`src/rtl/ioctl_txt_feeder_if.sv`:
```
// Handshake bundle between hps_io's ioctl download port, the TXT feeder and the
// receive-inject path. The slave modport is the feeder's view.
interface ioctl_txt_feeder_if;
  logic       ioctl_download;
  logic       ioctl_wr;
  logic [7:0] ioctl_index;
  logic [7:0] ioctl_data;
  logic       ioctl_wait;
  logic [7:0] rx_data;
  logic       rx_valid;
  logic       rx_ready;

  modport master (
    output ioctl_download, ioctl_wr, ioctl_index, ioctl_data, rx_ready,
    input  ioctl_wait, rx_data, rx_valid
  );

  modport slave (
    input  ioctl_download, ioctl_wr, ioctl_index, ioctl_data, rx_ready,
    output ioctl_wait, rx_data, rx_valid
  );
endinterface

```
`src/rtl/ioctl_txt_feeder.sv`:
```
// Buffers a downloaded TXT file and feeds it byte-by-byte, with pacing gaps, to the
// ACIA receive path. Define TXT_FEEDER_LF_TO_CR_EN to map LF/CRLF line endings to CR.
module ioctl_txt_feeder #(
  parameter int unsigned FIFO_AW     = 4,
  parameter int unsigned WAIT_MARGIN = 4,
  parameter int unsigned CHAR_GAP    = 48000,
  parameter int unsigned LINE_GAP    = 480000,
  parameter logic [7:0]  TXT_INDEX   = 8'd0
) (
  input  logic                clk_sys,
  input  logic                reset,
  ioctl_txt_feeder_if.slave   bus,
  output logic                active,
  output logic                overflow
);

  localparam int unsigned Depth  = 1 << FIFO_AW;
  localparam int unsigned GapMax = (LINE_GAP > CHAR_GAP) ? LINE_GAP : CHAR_GAP;
  localparam int unsigned GapW   = (GapMax > 2) ? $clog2(GapMax) : 1;
  localparam logic [FIFO_AW:0] WaitThresh = (FIFO_AW + 1)'(Depth - WAIT_MARGIN);

  typedef enum logic [1:0] {StIdle, StLoad, StPresent, StGap} state_e;

  state_e            state_q, state_d;
  logic [GapW-1:0]   gap_q, gap_d;
  logic [FIFO_AW:0]  wr_ptr_q, rd_ptr_q, count;
  logic [7:0]        mem [Depth];
  logic [7:0]        rx_data_q;
  logic              wait_q;
  logic              overflow_q;
  logic              dl_q;

  logic              empty, full, wr_en, pop, push, drop, dl_rise;
  logic [7:0]        head, byte_out;
  logic              filtered;

  assign count   = wr_ptr_q - rd_ptr_q;
  assign empty   = (count == '0);
  assign full    = count[FIFO_AW];
  assign wr_en   = bus.ioctl_wr & bus.ioctl_download & (bus.ioctl_index == TXT_INDEX);
  assign pop     = (state_q == StLoad) & ~empty;
  // A pop in the same cycle frees the slot, so a write into a full FIFO still lands.
  assign push    = wr_en & (~full | pop);
  assign drop    = wr_en & full & ~pop;
  assign dl_rise = bus.ioctl_download & ~dl_q;
  assign head    = mem[rd_ptr_q[FIFO_AW-1:0]];

`ifdef TXT_FEEDER_LF_TO_CR_EN
  logic prev_cr_q;

  assign filtered = (head == 8'h0A) & prev_cr_q;
  assign byte_out = (head == 8'h0A) ? 8'h0D : head;

  // Tracks the raw input byte, so a converted LF never swallows the next LF.
  always_ff @(posedge clk_sys or posedge reset) begin
    if (reset) begin
      prev_cr_q <= 1'b0;
    end else if (dl_rise) begin
      prev_cr_q <= 1'b0;
    end else if (pop) begin
      prev_cr_q <= (head == 8'h0D);
    end
  end
`else
  assign filtered = 1'b0;
  assign byte_out = head;
`endif

  always_ff @(posedge clk_sys) begin
    if (push) begin
      mem[wr_ptr_q[FIFO_AW-1:0]] <= bus.ioctl_data;
    end
  end

  always_comb begin
    state_d = state_q;
    gap_d   = gap_q;
    unique case (state_q)
      StIdle: begin
        if (!empty) state_d = StLoad;
      end
      StLoad: begin
        state_d = (pop && !filtered) ? StPresent : StIdle;
      end
      StPresent: begin
        if (bus.rx_ready) begin
          state_d = StGap;
          gap_d   = (rx_data_q == 8'h0D) ? GapW'(LINE_GAP - 1) : GapW'(CHAR_GAP - 1);
        end
      end
      StGap: begin
        if (gap_q == '0) begin
          state_d = StIdle;
        end else begin
          gap_d = gap_q - 1'b1;
        end
      end
      default: state_d = StIdle;
    endcase
  end

  always_ff @(posedge clk_sys or posedge reset) begin
    if (reset) begin
      state_q    <= StIdle;
      gap_q      <= '0;
      wr_ptr_q   <= '0;
      rd_ptr_q   <= '0;
      rx_data_q  <= '0;
      wait_q     <= 1'b0;
      overflow_q <= 1'b0;
      dl_q       <= 1'b0;
    end else begin
      state_q <= state_d;
      gap_q   <= gap_d;
      dl_q    <= bus.ioctl_download;
      wait_q  <= (count >= WaitThresh);
      if (push) wr_ptr_q <= wr_ptr_q + 1'b1;
      if (pop) begin
        rd_ptr_q <= rd_ptr_q + 1'b1;
        if (!filtered) rx_data_q <= byte_out;
      end
      if (drop) begin
        overflow_q <= 1'b1;
      end else if (dl_rise) begin
        overflow_q <= 1'b0;
      end
    end
  end

  assign bus.ioctl_wait = wait_q & bus.ioctl_download;
  assign bus.rx_data    = rx_data_q;
  assign bus.rx_valid   = (state_q == StPresent);
  assign overflow       = overflow_q;
  assign active         = bus.ioctl_download | ~empty | (state_q != StIdle);

endmodule

```
`src/flat_wrapper.sv`:
```
// flat-port wrapper written by rule: the top's interface ports become plain ports
module ioctl_txt_feeder_flat 
#(
  parameter int unsigned FIFO_AW     = 4,
  parameter int unsigned WAIT_MARGIN = 4,
  parameter int unsigned CHAR_GAP    = 48000,
  parameter int unsigned LINE_GAP    = 480000,
  parameter logic [7:0]  TXT_INDEX   = 8'd0
)
  (clk_sys, reset, active, overflow, bus_ioctl_download, bus_ioctl_wr, bus_ioctl_index, bus_ioctl_data, bus_rx_ready, bus_ioctl_wait, bus_rx_data, bus_rx_valid);
  ioctl_txt_feeder_if bus_i ();
  input  logic clk_sys;
  input  logic reset;
  output logic active;
  output logic overflow;
  input wire logic [$bits(bus_i.ioctl_download)-1:0] bus_ioctl_download;
  input wire logic [$bits(bus_i.ioctl_wr)-1:0] bus_ioctl_wr;
  input wire logic [$bits(bus_i.ioctl_index)-1:0] bus_ioctl_index;
  input wire logic [$bits(bus_i.ioctl_data)-1:0] bus_ioctl_data;
  input wire logic [$bits(bus_i.rx_ready)-1:0] bus_rx_ready;
  output wire logic [$bits(bus_i.ioctl_wait)-1:0] bus_ioctl_wait;
  output wire logic [$bits(bus_i.rx_data)-1:0] bus_rx_data;
  output wire logic [$bits(bus_i.rx_valid)-1:0] bus_rx_valid;
  assign bus_i.ioctl_download = bus_ioctl_download;
  assign bus_i.ioctl_wr = bus_ioctl_wr;
  assign bus_i.ioctl_index = bus_ioctl_index;
  assign bus_i.ioctl_data = bus_ioctl_data;
  assign bus_i.rx_ready = bus_rx_ready;
  assign bus_ioctl_wait = bus_i.ioctl_wait;
  assign bus_rx_data = bus_i.rx_data;
  assign bus_rx_valid = bus_i.rx_valid;
  ioctl_txt_feeder #(.FIFO_AW(FIFO_AW), .WAIT_MARGIN(WAIT_MARGIN), .CHAR_GAP(CHAR_GAP), .LINE_GAP(LINE_GAP), .TXT_INDEX(TXT_INDEX)) u_core (.clk_sys(clk_sys), .reset(reset), .bus(bus_i), .active(active), .overflow(overflow));
endmodule
```
`config.mk`:
```
export PLATFORM = sky130hd
export DESIGN_NAME = ioctl_txt_feeder_flat
export DESIGN_NICKNAME = d
export VERILOG_FILES = /design/src/rtl/ioctl_txt_feeder_if.sv /design/src/rtl/ioctl_txt_feeder.sv /design/src/flat_wrapper.sv
export SDC_FILE = /design/constraint.sdc
export NUM_CORES = 1
export LEC_CHECK = 0
export BUFFER_PORTS_ARGS = -buffer_cell sky130_fd_sc_hd__clkbuf_2
export CORE_MARGIN = 10
export CORE_UTILIZATION = 31
export DETAILED_ROUTE_END_ITERATION = 12
export PLACE_DENSITY = 0.56
export SYNTH_ARGS = -nofsm -noshare
export SYNTH_HDL_FRONTEND = slang
export SYNTH_SLANG_ARGS = --single-unit
```
`constraint.sdc`:
```
create_clock -name clk_sys -period 3.4 [get_ports clk_sys]
set_clock_uncertainty 0.2 [all_clocks]
set_input_delay 0 -clock clk_sys [delete_from_list [all_inputs] [get_ports clk_sys]]
set_output_delay 0 -clock clk_sys [all_outputs]
set_load 0.05 [all_outputs]
```
==> metrics, run 1 <==
outcome finished, final reports clean; Global Route Usage Sum between 10% and 20%; pwr dens about 540 nW/um2; clk_lat worst skew 430 ps; DRC viols 0; Synth async-reset ratio about a quarter; CORE AREA roughly 23000 um2; Layout Utilization approximately 37%; hold crit path type input pin to flop; DR iter-0 viols roughly 420; critical path arrival ~3000 ps; P_int roughly 3500 uW; Min Clock Period, post-route about 3200 ps; width of the die between 150 and 200 um; CTS Root Cell clkbuf_16; Syn Area/Cell 16.1 um2; multi-input gate area in the final layout about 2400 um2; final std cells w/o fill 845; peak supply drop about 0.00036 V; Most used DFF post-synth edfxtp_1; GP Congestion 0.810; CP Launch Type input pin; Most common cell on crit path dlygate4sd3_1; fin. max-slew vios 0; setup TNS 0 ps; clock sink total between 150 and 200; clk slew on worst S/H paths 80 ps; top fanout value on the critical path 14; IO Count 33; grt ovf 0; CTS tree yes; Lkg Pwr between 0.002 and 0.003 uW; YS warnings 0; Sw Pwr approximately 1200 uW; routed vias/inst 5.03; Post-CTS Setup Repair Bufs 0; # Max-Cap Violations 0; Slew headroom roughly 37%; number of synthesized register bits between 150 and 200; Fillers 2180; clk buf depth 2; worst hold stages 6; largest net degree at the start of global routing between 40 and 50; drt total wl around 16000 um; Post-CTS Resized 0; synthesized area between 7000 and 8000 um2; placed cell count 798; Vias approximately 4200; Die ar. 30400 um2; post-route ant nets 0; Post-Syn Instances 458; CP required about 3300 ps; vias in the first global route 4366; fmax about 310 MHz; Clock power frac 42.1%; RSZ-0062 raised after global routing no; synth unique cells 61; Seq/Total Area, Yosys ~66%; Post-Syn Nets 490; drt pass-1 iters 7; area grow syn2layout 17.0%; Worst path max stage delay roughly 700 ps; Flop pwr share roughly half; slowest stage cell, crit path dlygate4sd3_1; crit-path cells dlygate4sd3_1 > clkbuf_2 > nor2_1 > dlygate4sd3_1 > nand4_4 > dlygate4sd3_1 > a31oi_4 > and3_1; Tcrit/Tclk final between 90% and 100%; WL/cell roughly 19 um; layout cell share with drive strength beyond 1 about 25%; post-DP HPWL 11300 um; Final Hold Fails 0; slew of the pin with the lowest slew margin roughly 950 ps; Starting Density 31.5%; first-pass GRT wire length roughly 26000 um; Port Buffers 32; number of diodes 0; FP Rows 56; Die Ht between 150 and 200 um; Final nets approximately 550; Sequential Area between 4000 and 5000 um2; cells on worst reg2reg path 6; H-tree level count 4; CP Capture Type flop; Crit Path Class input pin to flop; final setup fails 0; Comb power frac roughly 6.2%; TritonCTS Buffers 17; switch share about 25%; initial antenna violation count 0; Hold Buf Count CTS 15; EDFF count, synth roughly 130
-- placed cells by master (no fill, tap or decap), types with 3 or more instances in the layout --
master,synthesis,layout
a21oi_1,8,8
a22oi_1,3,3
and2_1,9,9
and3_1,12,12
buf_4,3,5
clkbuf_16,0,17
clkbuf_2,1,32
dfrtp_1,42,41
dlygate4sd3_1,0,15
edfxtp_1,128,128
ha_1,11,11
inv_1,12,11
inv_6,0,3
inv_8,0,5
mux2_2,8,8
mux2i_1,3,3
mux4_2,32,32
nand2_1,18,18
nand2b_1,4,4
nand3_1,8,8
nor2_1,26,26
nor2b_1,5,5
nor3_1,7,7
nor4_1,5,5
o211ai_1,3,3
o211ai_2,3,3
o21ai_0,10,10
o21ai_1,7,7
o22ai_1,17,17
o31ai_1,5,5
or4_1,4,4
xnor2_1,8,8
xor2_1,6,6
-- cells by family (layout without fill, tap and decap cells) --
family	after synthesis	after routing	share of synthesized area (%)
xor+xnor	14	14	1.66
compound gates	76	76	7.60
fa+ha+maj	11	11	1.86
simple gates	114	114	9.06
mux	45	45	11.7
flops	170	170	66.2
buf+inv	28	96	1.88
-- power by group through the flow --
stage	logic [uW]	registers [uW]	clock network [uW]
2_1_floorplan	195	2420	0
3_3_place_gp	270	2430	0
3_5_place_dp	276	2440	0
4_1_cts	291	2400	1980
5_1_grt	321	2410	2080
6_report	287	2400	1960
-- layout make-up --
cell class	count	share of cell area [%]
tap	319	4.62
inverter	12	0.521
clock buffer	17	4.92
sequential	170	56.7
multi-input combinational	260	27.3
clock inverter	15	2.00
timing repair buffer	52	4.03
-- per-stage QoR --
| stage | setup WS [ps] | hold WS [ps] | area, um2 | power, uW |
|---|---|---|---|---|
| 4_1_cts | 194 | 0.850 | 8640 | 4670 |
| 3_5_place_dp | 399 | 12.3 | 7890 | 2720 |
| 3_3_place_gp | 445 | 13.2 | 7890 | 2710 |
| 5_1_grt | 76.2 | 26.4 | 8640 | 4810 |
| 6_report | 221 | 1.07 | 8640 | 4640 |
| 2_1_floorplan | 472 | -169 | 7390 | 2610 |
-- synth_stat cells, types with 9 or more instances --
cell,instances,share of area (%)
nand2_1,18,0.91
inv_1,12,0.61
and2_1,9,0.76
o21ai_0,10,0.68
mux4_2,32,9.8
dfrtp_1,42,14
o22ai_1,17,1.4
and3_1,12,1.0
ha_1,11,1.9
nor2_1,26,1.3
edfxtp_1,128,52
-- state kept, by name (all words and copies together), names as in the netlist, named ones only --
signal,cells
u_core.dl_q,1
u_core.gap_q,19
u_core.bus.rx_data,8
u_core.wr_ptr_q,5
u_core.overflow,1
u_core.wait_q,1
u_core.mem,128
u_core.state_q,1
u_core.rd_ptr_q,5
-- critical path: cells and delay by family --
kind	cells	cell delay, ps
buffers and inverters	4	1940
AOI/OAI and AO/OA	1	410
and+or+nand+nor	3	700
-- final timing paths --
kind / from / to / slack (ps)
max: bus_ioctl_index[0] / u_core.mem[10][1] / 220
max reg2reg: u_core.wr_ptr_q[2] / u_core.mem[10][1] / 440
min: bus_ioctl_index[3] / u_core.wr_ptr_q[4] / 1
max in group asynchronous: reset / u_core.rd_ptr_q[0] / 2230
min in group asynchronous: reset / u_core.rd_ptr_q[4] / 130
min reg2reg: u_core.dl_q / u_core.overflow / 280
-- per-layer routing --
layer | part of all wire (%) | global-route usage, %
met3 | 3.7 | 2.73
met2 | 50 | 17.7
met5 | 0 | 0
met1 | 46 | 14.4
met4 | 0.65 | 2.46
Power figures use the tool's default switching activity.
==> run 2: changes to the inputs <==
- ABC_AREA: not set -> 1
==> run 2 against run 1 <==
  * Critical path depth increased by 4
  * Register-to-register slack got worse by 60 ps
  * Die area increased by 8.9%
  * Global-route usage increased by 1.2 points
  * Sequential power about the same
  * Flip-flop and latch count unchanged
  * First-iteration DRC count increased by 33%
  * Fmax decreased by 0.75%
  * Clock-buffer cell count increased by 1
  * Utilization decreased by 0.50 points
  * Sequential share of layout area decreased by 4.6 points
  * Critical path type unchanged
  * Critical endpoint is now u_core.mem[8][4]
  * Largest cell class unchanged
==> metrics, run 2 <==
top fanout value on the critical path 8; CTS Root Cell clkbuf_16; Synth async-reset ratio around 25%; first-pass GRT wire length roughly 32000 um; Post-Syn Instances slightly above 900; pwr dens a little over 500 nW/um2; multi-input gate area in the final layout 2720 um2; slew of the pin with the lowest slew margin about 930 ps; max reg flops approximately 130; number of diodes 0; Tcrit/Tclk final between 90 and 100%; H-tree level count 4; routed vias/inst 4.54; drt total wl a little under 20000 um; worst hold stages 2; IO Count 33; Fillers around 2600; DP Area 8640 um2; outcome finished, final reports clean; post-route ant nets 0; top cells by count, synth 326 x nand2_1, 128 x edfxtp_1, 124 x nor2_1; setup slack at placement 395 ps; most frequent cells in the layout 326 x nand2_1, 128 x edfxtp_1, 124 x nor2_1; GP Congestion approximately 0.84; clock sink total 170; clk slew on worst S/H paths approximately 70 ps; FP Rows around 60; Crit path max-delay family buffers and inverters; RSZ-0062 raised after global routing yes; WL/cell 15.2 um; Final Hold Fails 0; initial antenna violation count 0; Lkg Pwr between 0.004 and 0.005 uW; synthesized area slightly above 8000 um2; DR iter-0 viols between 500 and 600; Die Ht about 180 um; width of the die roughly 180 um; Post-Syn Nets between 900 and 1000; CTS tree yes; critical path arrival a little over 3000 ps; synth top area cells edfxtp_1 47%, nand2_1 15%, dfrtp_1 13%; Crit path depth 12; clk buf depth 2; TritonCTS Buffers 17; final setup fails 0; Sequential Area about 5000 um2; crit-path cells dlygate4sd3_1 > clkbuf_2 > nor2_1 > dlygate4sd3_1 > nand2_1 > nor3_1 > dlygate4sd3_1 > buf_4 > nand2_1 > inv_2 > nand2_1 > nor2_1; peak supply drop 0.000359 V; Layout Utilization 36.3%; CP Launch Type input pin; cells on worst reg2reg path 12; cell with the most instances after synthesis nand2_1; drt pass-1 iters 5; DRC viols 0; Worst path max stage delay 580 ps; Crit Path Class input pin to flop; most common cell after layout, fill and taps aside nand2_1; hold crit path type input pin to flop; area leader, netlist edfxtp_1; area share of the largest cell type after synthesis 47.3%; Most used DFF post-synth edfxtp_1; number of synthesized register bits between 150 and 200; Final Cell Area around 9400 um2; Port Buffers 32; CP required about 3300 ps; largest net degree at the start of global routing between 90 and 100; synth unique cells 29; Min Clock Period, post-route 3200 ps; Slew headroom roughly two fifths; Vias between 5000 and 6000; vias in the first global route about 5900; EDFF count, synth 128; post-DP HPWL roughly 13000 um; Global Route Usage Sum around an eighth; Starting Density a little under a third; Seq/Total Area, Yosys between 60% and 70%; fin. max-slew vios 0; layout cell share with drive strength beyond 1 between 10% and 20%; CP Capture Type flop; # Max-Cap Violations 0; slowest stage cell, crit path nor2_1; area grow syn2layout 15.7%; CORE AREA 25900 um2; clk_lat worst skew ~430 ps; Critical path buffers and inverters 6; Final nets 988; Die ar. around 33000 um2; YS warnings 0; Final WS setup approximately 200 ps; fmax approximately 310 MHz; Syn Area/Cell 8.98 um2; grt ovf 0
-- run 2: cell types whose count changed after synthesis, sizes merged, moves of 17 or more --
cell / before / now
nor2: 26 / 130
nand2: 18 / 335
o22ai: 17 / 0
inv: 12 / 94
mux4: 32 / 0
nand3: 8 / 74
-- run 2: per-layer routing --
metal / GRT usage [%] / share of wire, % / vias to the layer above
met5: 0 / 0 / -
met4: 3.77 / 1.7 / 0
met3: 2.21 / 2.9 / 26
met2: 20.1 / 49 / 107
met1: 15.6 / 46 / 2804
li1: - / - / 2989
-- run 2: cells by family after synthesis --
| family | after synthesis | share of synthesized area (%) |
|---|---|---|
| compound gates | 40 | 2.75 |
| xor+xnor | 12 | 1.29 |
| fa+ha+maj | 11 | 1.69 |
| buf+inv | 125 | 6.37 |
| flops | 170 | 60.2 |
| simple gates | 547 | 27.7 |
-- run 2: area by class of cell --
cell class              count  share of cell area [%]
flip-flops and latches    170                    52.0
multi-input cells         610                    28.9
clock buffers              18                    4.56
repair buffers             61                    4.49
well taps                 335                    4.45
inverters                  96                    3.83
clock inverters            14                    1.74
-- run 2: timing repair --
| item | in CTS | in global routing |
|---|---|---|
| endpoints found under the hold margin | 195 | 0 |
| hold buffers | 18 | 0 |
| endpoints found under the setup margin | 0 | 19 |
| resized for setup | 0 | 0 |
| setup buffers | 0 | 0 |
-- run 2: worst paths after layout --
path / from / end / slack [ps]
setup / recovery: bus_ioctl_index[4] / u_core.mem[8][4] / 200
hold / removal: bus_ioctl_download / u_core.dl_q / 120
setup reg to reg: u_core.rd_ptr_q[2] / u_core.mem[8][4] / 380
hold reg to reg: u_core.dl_q / u_core.overflow / 310
max in group asynchronous: reset / u_core.gap_q[6] / 1820
min in group asynchronous: reset / u_core.rd_ptr_q[1] / 510
-- run 2: stage by stage --
step | cells | setup TNS, ps | hold WS, ps | power (uW)
2_1_floorplan | 905 | 0 | -169 | 2810
3_3_place_gp | 1254 | 0 | -136 | 2950
3_5_place_dp | 1254 | 0 | -139 | 2950
5_1_grt | 1304 | -413 | 146 | 5060
6_report | 1304 | 0 | 118 | 4850
4_1_cts | 1304 | 0 | 122 | 4890
-- run 2: power breakdown --
| part | switching, uW | leakage [uW] | internal [uW] |
|---|---|---|---|
| clock | 939 | 0.000286 | 993 |
| combinational | 314 | 0.00215 | 176 |
| sequential | 104 | 0.00164 | 2330 |
